<file path="src/rtl/ls_dma_port_if.sv">
// Bus bundle for the local-store DMA port: command, GET/PUT streams, LS access and completion.
// Handshakes: a transfer happens on a cycle where valid && ready; ls access happens iff ls_req && ls_gnt.
interface ls_dma_port_if #(
  parameter int QW_ADDR_W = 11,
  parameter int LEN_W     = 8
);
  logic                 cmd_valid;
  logic                 cmd_ready;
  logic                 cmd_dir;
  logic [0:17]          cmd_lsa;
  logic [0:LEN_W-1]     cmd_len;
  logic [0:4]           cmd_tag;

  logic                 in_valid;
  logic                 in_ready;
  logic [0:127]         in_data;

  logic                 out_valid;
  logic                 out_ready;
  logic [0:127]         out_data;

  logic                 ls_req;
  logic                 ls_we;
  logic [0:QW_ADDR_W-1] ls_addr;
  logic [0:127]         ls_wdata;
  logic                 ls_gnt;
  logic [0:127]         ls_rdata;

  logic                 done_valid;
  logic [0:4]           done_tag;
  logic                 busy;

  // DMA port side
  modport slave (
    input  cmd_valid, cmd_dir, cmd_lsa, cmd_len, cmd_tag,
    input  in_valid, in_data, out_ready, ls_gnt, ls_rdata,
    output cmd_ready, in_ready, out_valid, out_data,
    output ls_req, ls_we, ls_addr, ls_wdata, done_valid, done_tag, busy
  );

  // Environment side (MFC command source, streams, LS arbiter)
  modport master (
    output cmd_valid, cmd_dir, cmd_lsa, cmd_len, cmd_tag,
    output in_valid, in_data, out_ready, ls_gnt, ls_rdata,
    input  cmd_ready, in_ready, out_valid, out_data,
    input  ls_req, ls_we, ls_addr, ls_wdata, done_valid, done_tag, busy
  );
endinterface

</file>
<file path="src/rtl/ls_dma_port.sv">
// DMA end of the SPU local store: moves quadword blocks between an external stream and the LS
// through a shared, granted LS port. GET writes stream beats into LS, PUT streams LS reads out.
module ls_dma_port #(
  parameter int QW_ADDR_W = 11,
  parameter int LEN_W     = 8,
  parameter int OBUF_D    = 2
) (
  input  logic         clk,
  input  logic         reset,
  ls_dma_port_if.slave bus,
  output logic [2:0]   dbg_state_o
);
  localparam int PW = (OBUF_D > 1) ? $clog2(OBUF_D) : 1;
  localparam int CW = $clog2(OBUF_D + 1);

  typedef enum logic [2:0] {
    S_IDLE  = 3'd0,
    S_GET   = 3'd1,
    S_PUT   = 3'd2,
    S_DRAIN = 3'd3,
    S_DONE  = 3'd4
  } state_t;

  state_t               state_q, state_d;
  logic [QW_ADDR_W-1:0] addr_q, addr_d;
  logic [LEN_W-1:0]     rem_q, rem_d;
  logic [4:0]           tag_q, tag_d;
  logic                 inflight_q, inflight_d;

  logic [127:0]         obuf_q [OBUF_D];
  logic [PW-1:0]        rd_ptr_q, wr_ptr_q;
  logic [CW-1:0]        cnt_q;

  logic                 obuf_empty;
  logic                 push;
  logic                 pop;
  logic                 rd_room;
  logic                 rd_req;
  logic                 unused_lsa_bits;

  function automatic logic [PW-1:0] ptr_inc(input logic [PW-1:0] p);
    return (int'(p) == OBUF_D - 1) ? '0 : p + PW'(1);
  endfunction

  assign obuf_empty = (cnt_q == '0);
  assign push       = inflight_q;
  assign pop        = !obuf_empty && bus.out_ready;
  // A pop this cycle frees a slot, so counting it keeps reads flowing at one QW per cycle.
  assign rd_room    = (int'(cnt_q) + int'(inflight_q) - int'(pop)) < OBUF_D;

  assign bus.out_valid = !obuf_empty;
  assign bus.out_data  = obuf_empty ? '0 : obuf_q[rd_ptr_q];
  assign bus.ls_addr   = addr_q;
  assign bus.busy      = (state_q != S_IDLE);
  assign dbg_state_o   = state_q;

  // Byte-offset bits and index bits above the LS size are don't-care.
  assign unused_lsa_bits = ^{bus.cmd_lsa[0:13-QW_ADDR_W], bus.cmd_lsa[14:17]};

  always_comb begin
    state_d        = state_q;
    addr_d         = addr_q;
    rem_d          = rem_q;
    tag_d          = tag_q;
    inflight_d     = 1'b0;
    rd_req         = 1'b0;
    bus.cmd_ready  = 1'b0;
    bus.in_ready   = 1'b0;
    bus.ls_req     = 1'b0;
    bus.ls_we      = 1'b0;
    bus.ls_wdata   = '0;
    bus.done_valid = 1'b0;
    bus.done_tag   = '0;
    case (state_q)
      S_IDLE: begin
        bus.cmd_ready = !reset;
        if (bus.cmd_valid && !reset) begin
          tag_d  = bus.cmd_tag;
          addr_d = bus.cmd_lsa[14-QW_ADDR_W:13];
          rem_d  = bus.cmd_len;
          if (bus.cmd_len == '0) begin
            state_d = S_DONE;
          end else if (bus.cmd_dir) begin
            state_d = S_PUT;
          end else begin
            state_d = S_GET;
          end
        end
      end
      S_GET: begin
        bus.ls_req   = bus.in_valid;
        bus.ls_we    = 1'b1;
        bus.ls_wdata = bus.in_data;
        bus.in_ready = bus.ls_gnt;
        if (bus.in_valid && bus.ls_gnt) begin
          addr_d = addr_q + QW_ADDR_W'(1);
          rem_d  = rem_q - LEN_W'(1);
          if (rem_q == LEN_W'(1)) begin
            state_d = S_DONE;
          end
        end
      end
      S_PUT: begin
        rd_req     = (rem_q != '0) && rd_room;
        bus.ls_req = rd_req;
        if (rd_req && bus.ls_gnt) begin
          addr_d     = addr_q + QW_ADDR_W'(1);
          rem_d      = rem_q - LEN_W'(1);
          inflight_d = 1'b1;
          if (rem_q == LEN_W'(1)) begin
            state_d = S_DRAIN;
          end
        end
      end
      S_DRAIN: begin
        // Finish once the last read has landed and its beat leaves the buffer.
        if (!inflight_q && (obuf_empty || (cnt_q == CW'(1) && pop))) begin
          state_d = S_DONE;
        end
      end
      S_DONE: begin
        bus.done_valid = 1'b1;
        bus.done_tag   = tag_q;
        state_d        = S_IDLE;
      end
      default: state_d = S_IDLE;
    endcase
  end

  always_ff @(posedge clk or posedge reset) begin
    if (reset) begin
      state_q    <= S_IDLE;
      addr_q     <= '0;
      rem_q      <= '0;
      tag_q      <= '0;
      inflight_q <= 1'b0;
    end else begin
      state_q    <= state_d;
      addr_q     <= addr_d;
      rem_q      <= rem_d;
      tag_q      <= tag_d;
      inflight_q <= inflight_d;
    end
  end

  // PUT output FIFO; ls_rdata is captured the cycle after its granted read.
  always_ff @(posedge clk or posedge reset) begin
    if (reset) begin
      rd_ptr_q <= '0;
      wr_ptr_q <= '0;
      cnt_q    <= '0;
      for (int i = 0; i < OBUF_D; i++) begin
        obuf_q[i] <= '0;
      end
    end else begin
      if (push) begin
        obuf_q[wr_ptr_q] <= bus.ls_rdata;
        wr_ptr_q         <= ptr_inc(wr_ptr_q);
      end
      if (pop) begin
        rd_ptr_q <= ptr_inc(rd_ptr_q);
      end
      cnt_q <= cnt_q + CW'(push) - CW'(pop);
    end
  end
endmodule

</file>
<file path="src/flat_wrapper.sv">
// flat-port wrapper written by rule: the top's interface ports become plain ports
module ls_dma_port_flat 
#(
  parameter int QW_ADDR_W = 11,
  parameter int LEN_W     = 8,
  parameter int OBUF_D    = 2
)
  (clk, reset, dbg_state_o, bus_cmd_valid, bus_cmd_dir, bus_cmd_lsa, bus_cmd_len, bus_cmd_tag, bus_in_valid, bus_in_data, bus_out_ready, bus_ls_gnt, bus_ls_rdata, bus_cmd_ready, bus_in_ready, bus_out_valid, bus_out_data, bus_ls_req, bus_ls_we, bus_ls_addr, bus_ls_wdata, bus_done_valid, bus_done_tag, bus_busy);
  ls_dma_port_if #(.QW_ADDR_W(QW_ADDR_W), .LEN_W(LEN_W)) bus_i ();
  input  logic clk;
  input  logic reset;
  output logic [2:0] dbg_state_o;
  input wire logic [$bits(bus_i.cmd_valid)-1:0] bus_cmd_valid;
  input wire logic [$bits(bus_i.cmd_dir)-1:0] bus_cmd_dir;
  input wire logic [$bits(bus_i.cmd_lsa)-1:0] bus_cmd_lsa;
  input wire logic [$bits(bus_i.cmd_len)-1:0] bus_cmd_len;
  input wire logic [$bits(bus_i.cmd_tag)-1:0] bus_cmd_tag;
  input wire logic [$bits(bus_i.in_valid)-1:0] bus_in_valid;
  input wire logic [$bits(bus_i.in_data)-1:0] bus_in_data;
  input wire logic [$bits(bus_i.out_ready)-1:0] bus_out_ready;
  input wire logic [$bits(bus_i.ls_gnt)-1:0] bus_ls_gnt;
  input wire logic [$bits(bus_i.ls_rdata)-1:0] bus_ls_rdata;
  output wire logic [$bits(bus_i.cmd_ready)-1:0] bus_cmd_ready;
  output wire logic [$bits(bus_i.in_ready)-1:0] bus_in_ready;
  output wire logic [$bits(bus_i.out_valid)-1:0] bus_out_valid;
  output wire logic [$bits(bus_i.out_data)-1:0] bus_out_data;
  output wire logic [$bits(bus_i.ls_req)-1:0] bus_ls_req;
  output wire logic [$bits(bus_i.ls_we)-1:0] bus_ls_we;
  output wire logic [$bits(bus_i.ls_addr)-1:0] bus_ls_addr;
  output wire logic [$bits(bus_i.ls_wdata)-1:0] bus_ls_wdata;
  output wire logic [$bits(bus_i.done_valid)-1:0] bus_done_valid;
  output wire logic [$bits(bus_i.done_tag)-1:0] bus_done_tag;
  output wire logic [$bits(bus_i.busy)-1:0] bus_busy;
  assign bus_i.cmd_valid = bus_cmd_valid;
  assign bus_i.cmd_dir = bus_cmd_dir;
  assign bus_i.cmd_lsa = bus_cmd_lsa;
  assign bus_i.cmd_len = bus_cmd_len;
  assign bus_i.cmd_tag = bus_cmd_tag;
  assign bus_i.in_valid = bus_in_valid;
  assign bus_i.in_data = bus_in_data;
  assign bus_i.out_ready = bus_out_ready;
  assign bus_i.ls_gnt = bus_ls_gnt;
  assign bus_i.ls_rdata = bus_ls_rdata;
  assign bus_cmd_ready = bus_i.cmd_ready;
  assign bus_in_ready = bus_i.in_ready;
  assign bus_out_valid = bus_i.out_valid;
  assign bus_out_data = bus_i.out_data;
  assign bus_ls_req = bus_i.ls_req;
  assign bus_ls_we = bus_i.ls_we;
  assign bus_ls_addr = bus_i.ls_addr;
  assign bus_ls_wdata = bus_i.ls_wdata;
  assign bus_done_valid = bus_i.done_valid;
  assign bus_done_tag = bus_i.done_tag;
  assign bus_busy = bus_i.busy;
  ls_dma_port #(.QW_ADDR_W(QW_ADDR_W), .LEN_W(LEN_W), .OBUF_D(OBUF_D)) u_core (.clk(clk), .reset(reset), .bus(bus_i), .dbg_state_o(dbg_state_o));
endmodule
</file>
<file path="config.mk">
export PLATFORM = sky130hd
export DESIGN_NAME = ls_dma_port_flat
export DESIGN_NICKNAME = d
export VERILOG_FILES = /design/src/rtl/ls_dma_port_if.sv /design/src/rtl/ls_dma_port.sv /design/src/flat_wrapper.sv
export SDC_FILE = /design/constraint.sdc
export NUM_CORES = 1
export LEC_CHECK = 0
export ABC_AREA = 1
export CAP_MARGIN = 10
export CORE_AREA = 5 5 223 225
export CTS_BUF_LIST = sky130_fd_sc_hd__clkbuf_16
export DETAILED_ROUTE_END_ITERATION = 8
export DIE_AREA = 0 0 228 230
export GPL_TIMING_DRIVEN = 0
export MAX_ROUTING_LAYER = met4
export PLACE_DENSITY = 0.7
export SETUP_SLACK_MARGIN = 0.02
export SYNTH_ARGS = -nofsm -noshare
export SYNTH_HDL_FRONTEND = slang
export SYNTH_SLANG_ARGS = --single-unit
</file>
<file path="constraint.sdc">
create_clock -name clk -period 10.99 [get_ports clk]
set_input_delay 2.198 -clock clk [delete_from_list [all_inputs] [get_ports clk]]
set_output_delay 2.198 -clock clk [all_outputs]
set_load 0.01 [all_outputs]
</file>
==> results.yml <==
worst_setup_path:
  crit_type: "in -> out"
  cpMaxStageDelayCell: "clkdlybuf4s50_1"
  cp_cell_sequence: "clkdlybuf4s50_1 -> nand3_1 -> inv_1 -> ha_1 -> ha_1 -> inv_1 -> nand2_1 -> nand2_1 -> nand3_1 -> o21ai_0 -> clkdlybuf4s50_1"
  crit_path_end_kind: "output pin"
  critPathRequiredTime_ns: 8.79
  critPathMaxStageDelay_ns: 0.60
  r2r-start: "u_core.inflight_q"
  worstPathArrival_ns: 4.27
  start_kind: "input port"
  setup.worst_path.start: "bus_out_ready"
  critPathMaxFanout: 3
logic_synthesis:
  synth.cell_area_mm2: 0.0144
  synth-seq-cells: 288
  synth_cell_type_count: 31
  seq_area_frac_synth_pct: 50.0
  ys_warn_count: 0
  syn_inst: 1989
  synth.avg_cell_area_um2: 7.24
  syn_nets: 2295
layout:
  stdcell_area_mm2: 0.0221
  final_layout_size_suffix_gt1_share_pct: 3.24
  regArea_mm2: 0.00721
  multi_input_area_mm2: 0.00554
  final_util_pct: 46.7
  area_delta_synth_final_pct: 53.6
  fillers: 4664
  nets: 2901
grt:
  grt.overflow.total: 0
  grt_pass1_vias: 15600
  grt_max_degree: 122
  antenna_found_initial: 9
  track_usage_pct: 24.0
  grt_pass1_wl_um: 95100
timing:
  finalCritPeriodShare_pct: 58.9
  period_needed_ns: 6.47
  skew_ns: 0.0178
  rsz0062_at_grt: "false"
  max_freq_mhz: 155
  setup_ws_ns: 4.52
  max_slew.worst_pin.slew_ns: 1.07
  finalSetupViolations: 0
  report.final.hold_viol_count: 0
  maxSlewViolCount: 0
  relSlewSlack_pct: 28.9
drt:
  drt-initial-drc-count: 1311
  detail_route.wirelength_um: 64500
  drc: 0
  viasPerCell: 4.80
  avgRoutedWirePerCell_um: 19.9
  detailedRoute.firstPassIterationCount: 8
  vias: 15600
  route.antenna.remaining_nets: 0
clocking:
  hold_buffers: 0
  cts_made_buffers: 34
  clockRootBuffer: "clkbuf_16"
  postCtsSetupBuffers: 0
  cts_buffer_depth: 3
  clk_latency_ns: 0.53
  htree_levels: 2
  ctsResizeCount: 0
  cts_tree: "done"
  clock-sinks: 288
  cts.clk_slew.worst_paths_ns: 0.06
hold_path:
  hold_path_class: "reg -> reg"
  hp-start: "u_core.rem_q[1]"
floorplan:
  fp.dieW_um: 228
  dieArea_mm2: 0.0524
  die_y_um: 230
  rows: 80
  ios: 576
  design.core.area_mm2: 0.0473
  start_util_pct: 30.4
power_and_ir_drop:
  powerDensity_mw_per_mm2: 311
  ir_drop_mv: 0.110
  cellLeakagePower_uw: 0.0108
run:
  cap_viol_max_count: 0
place:
  dp_slack_ns: 4.52
  io_buffers: 568
  dp_hpwl_um: 50900
  place.gp.congestion: 0.987
  postPlaceCellArea_mm2: 0.0209
status:
  status: "finished, final reports clean"
==> routing by layer <==
layer	vias up	wire (um)	track usage, %	part of all wire [%]
met5	-	0	-	0
met3	140	4640	5.98	7.2
met1	7420	23400	25.5	36
met2	707	32600	41.5	51
met4	0	3800	13.0	5.9
li1	7317	-	-	-
==> path summary, 6_finish.rpt <==
| check | end | slack [ns] | cells past startpoint |
|---|---|---|---|
| min | u_core.rem_q[1] | 0.47 | 2 |
| min in group asynchronous | u_core.dbg_state_o[0] | 2.20 | 2 |
| max reg2reg | u_core.bus.ls_addr[6] | 8.50 | 15 |
| max | bus_ls_req | 4.52 | 11 |
| min reg2reg | u_core.rem_q[1] | 0.47 | 2 |
| max in group asynchronous | u_core.obuf_q[18] | 7.76 | 3 |
==> layout by cell type (no fill, tap or decap), types with 2 or more instances in the layout <==
cell type        count
dfrtp_1            288
clkbuf_16           37
nand2_2              2
ha_1                11
inv_8                2
clkdlybuf4s50_1    568
clkinv_2             4
buf_16               2
nor2_1             162
nand3_1             40
clkinvlp_4           2
clkbuf_1            97
bufinv_16            5
xnor2_1              2
o21ai_0            237
nand4_1              3
nand2_4              2
clkinv_1             8
buf_1                8
nand2_1            620
buf_2               14
o21ai_1             41
xor2_1               3
buf_6                2
diode_2              9
a21oi_1            138
inv_1              304
inv_2                6
==> cell families after synthesis <==
| kind of cell | count (synthesis) | synth area share [%] |
|---|---|---|
| adders and majority gates | 12 | 1.09 |
| xor gates and xnor gates | 5 | 0.304 |
| buffers and inverters | 430 | 11.5 |
| DFF | 288 | 50.0 |
| and+or+nand+nor | 835 | 22.5 |
| AOI/OAI and AO/OA | 419 | 14.6 |
==> metrics by stage <==
| stage | TNS, ns | total power (uW) | hold slack (ns) | std cells |
|---|---|---|---|---|
| floorplan | 0 | 3700 | 0.442 | 1989 |
| global placement | -723.06 | 5630 | 0.454 | 3172 |
| detailed placement | 0 | 5710 | 0.459 | 3174 |
| CTS | 0 | 6930 | 0.474 | 3235 |
| global route | 0 | 7330 | 0.494 | 3244 |
| finish | 0 | 6870 | 0.472 | 3244 |
==> cell type report <==
cell class	instances	share of cell area (%)
diodes	9	0.102
plain buffers	122	2.24
clock buffers	37	4.19
clock inverters	24	1.11
inverters	308	5.26
multi-input cells	1271	25.1
flip-flops and latches	288	32.6
well taps	615	3.48
repair buffers	570	26.0
==> state kept, by name (all words and copies together) (netlist names) <==
signal and cells:
u_core.wr_ptr_q 1, u_core.tag_q 5, u_core.dbg_state_o 3, u_core.cnt_q 2, u_core.rd_ptr_q 1, u_core.obuf_q 256, u_core.bus.ls_addr 11, u_core.inflight_q 1
u_core.rem_q 8
==> where the power goes <==
part | switching, uW | total [uW] | internal [uW]
Clock | 457 | 1180 | 726
Sequential | 321 | 1930 | 1610
Combinational | 2080 | 3760 | 1670
Total | 2860 | 6870 | 4010
==> Yosys cell counts (all sizes together) <==
cell / number / area, um2
nand2: 624 / 2360
ha: 11 / 138
dfrtp: 288 / 7210
inv: 307 / 1150
nand3b: 1 / 7.51
a21oi: 139 / 699
nor2: 164 / 626
or2: 2 / 12.5
o22ai: 1 / 6.26
nand3: 41 / 210
xnor2: 2 / 17.5
o211ai: 1 / 7.51
clkbuf: 97 / 364
o21ai: 278 / 1390
fa: 1 / 20.0
nand4: 3 / 18.8
xor2: 3 / 26.3
buf: 25 / 130
clkinv: 1 / 3.75
==> worst max-delay path, delay by kind of cell <==
family	cells	cell delay (ns)
adders and majority gates	2	0.37
AOI/OAI and AO/OA	1	0.11
and+or+nand+nor	4	0.40
buffers and inverters	4	1.20
(Power assumes the default switching activity.)
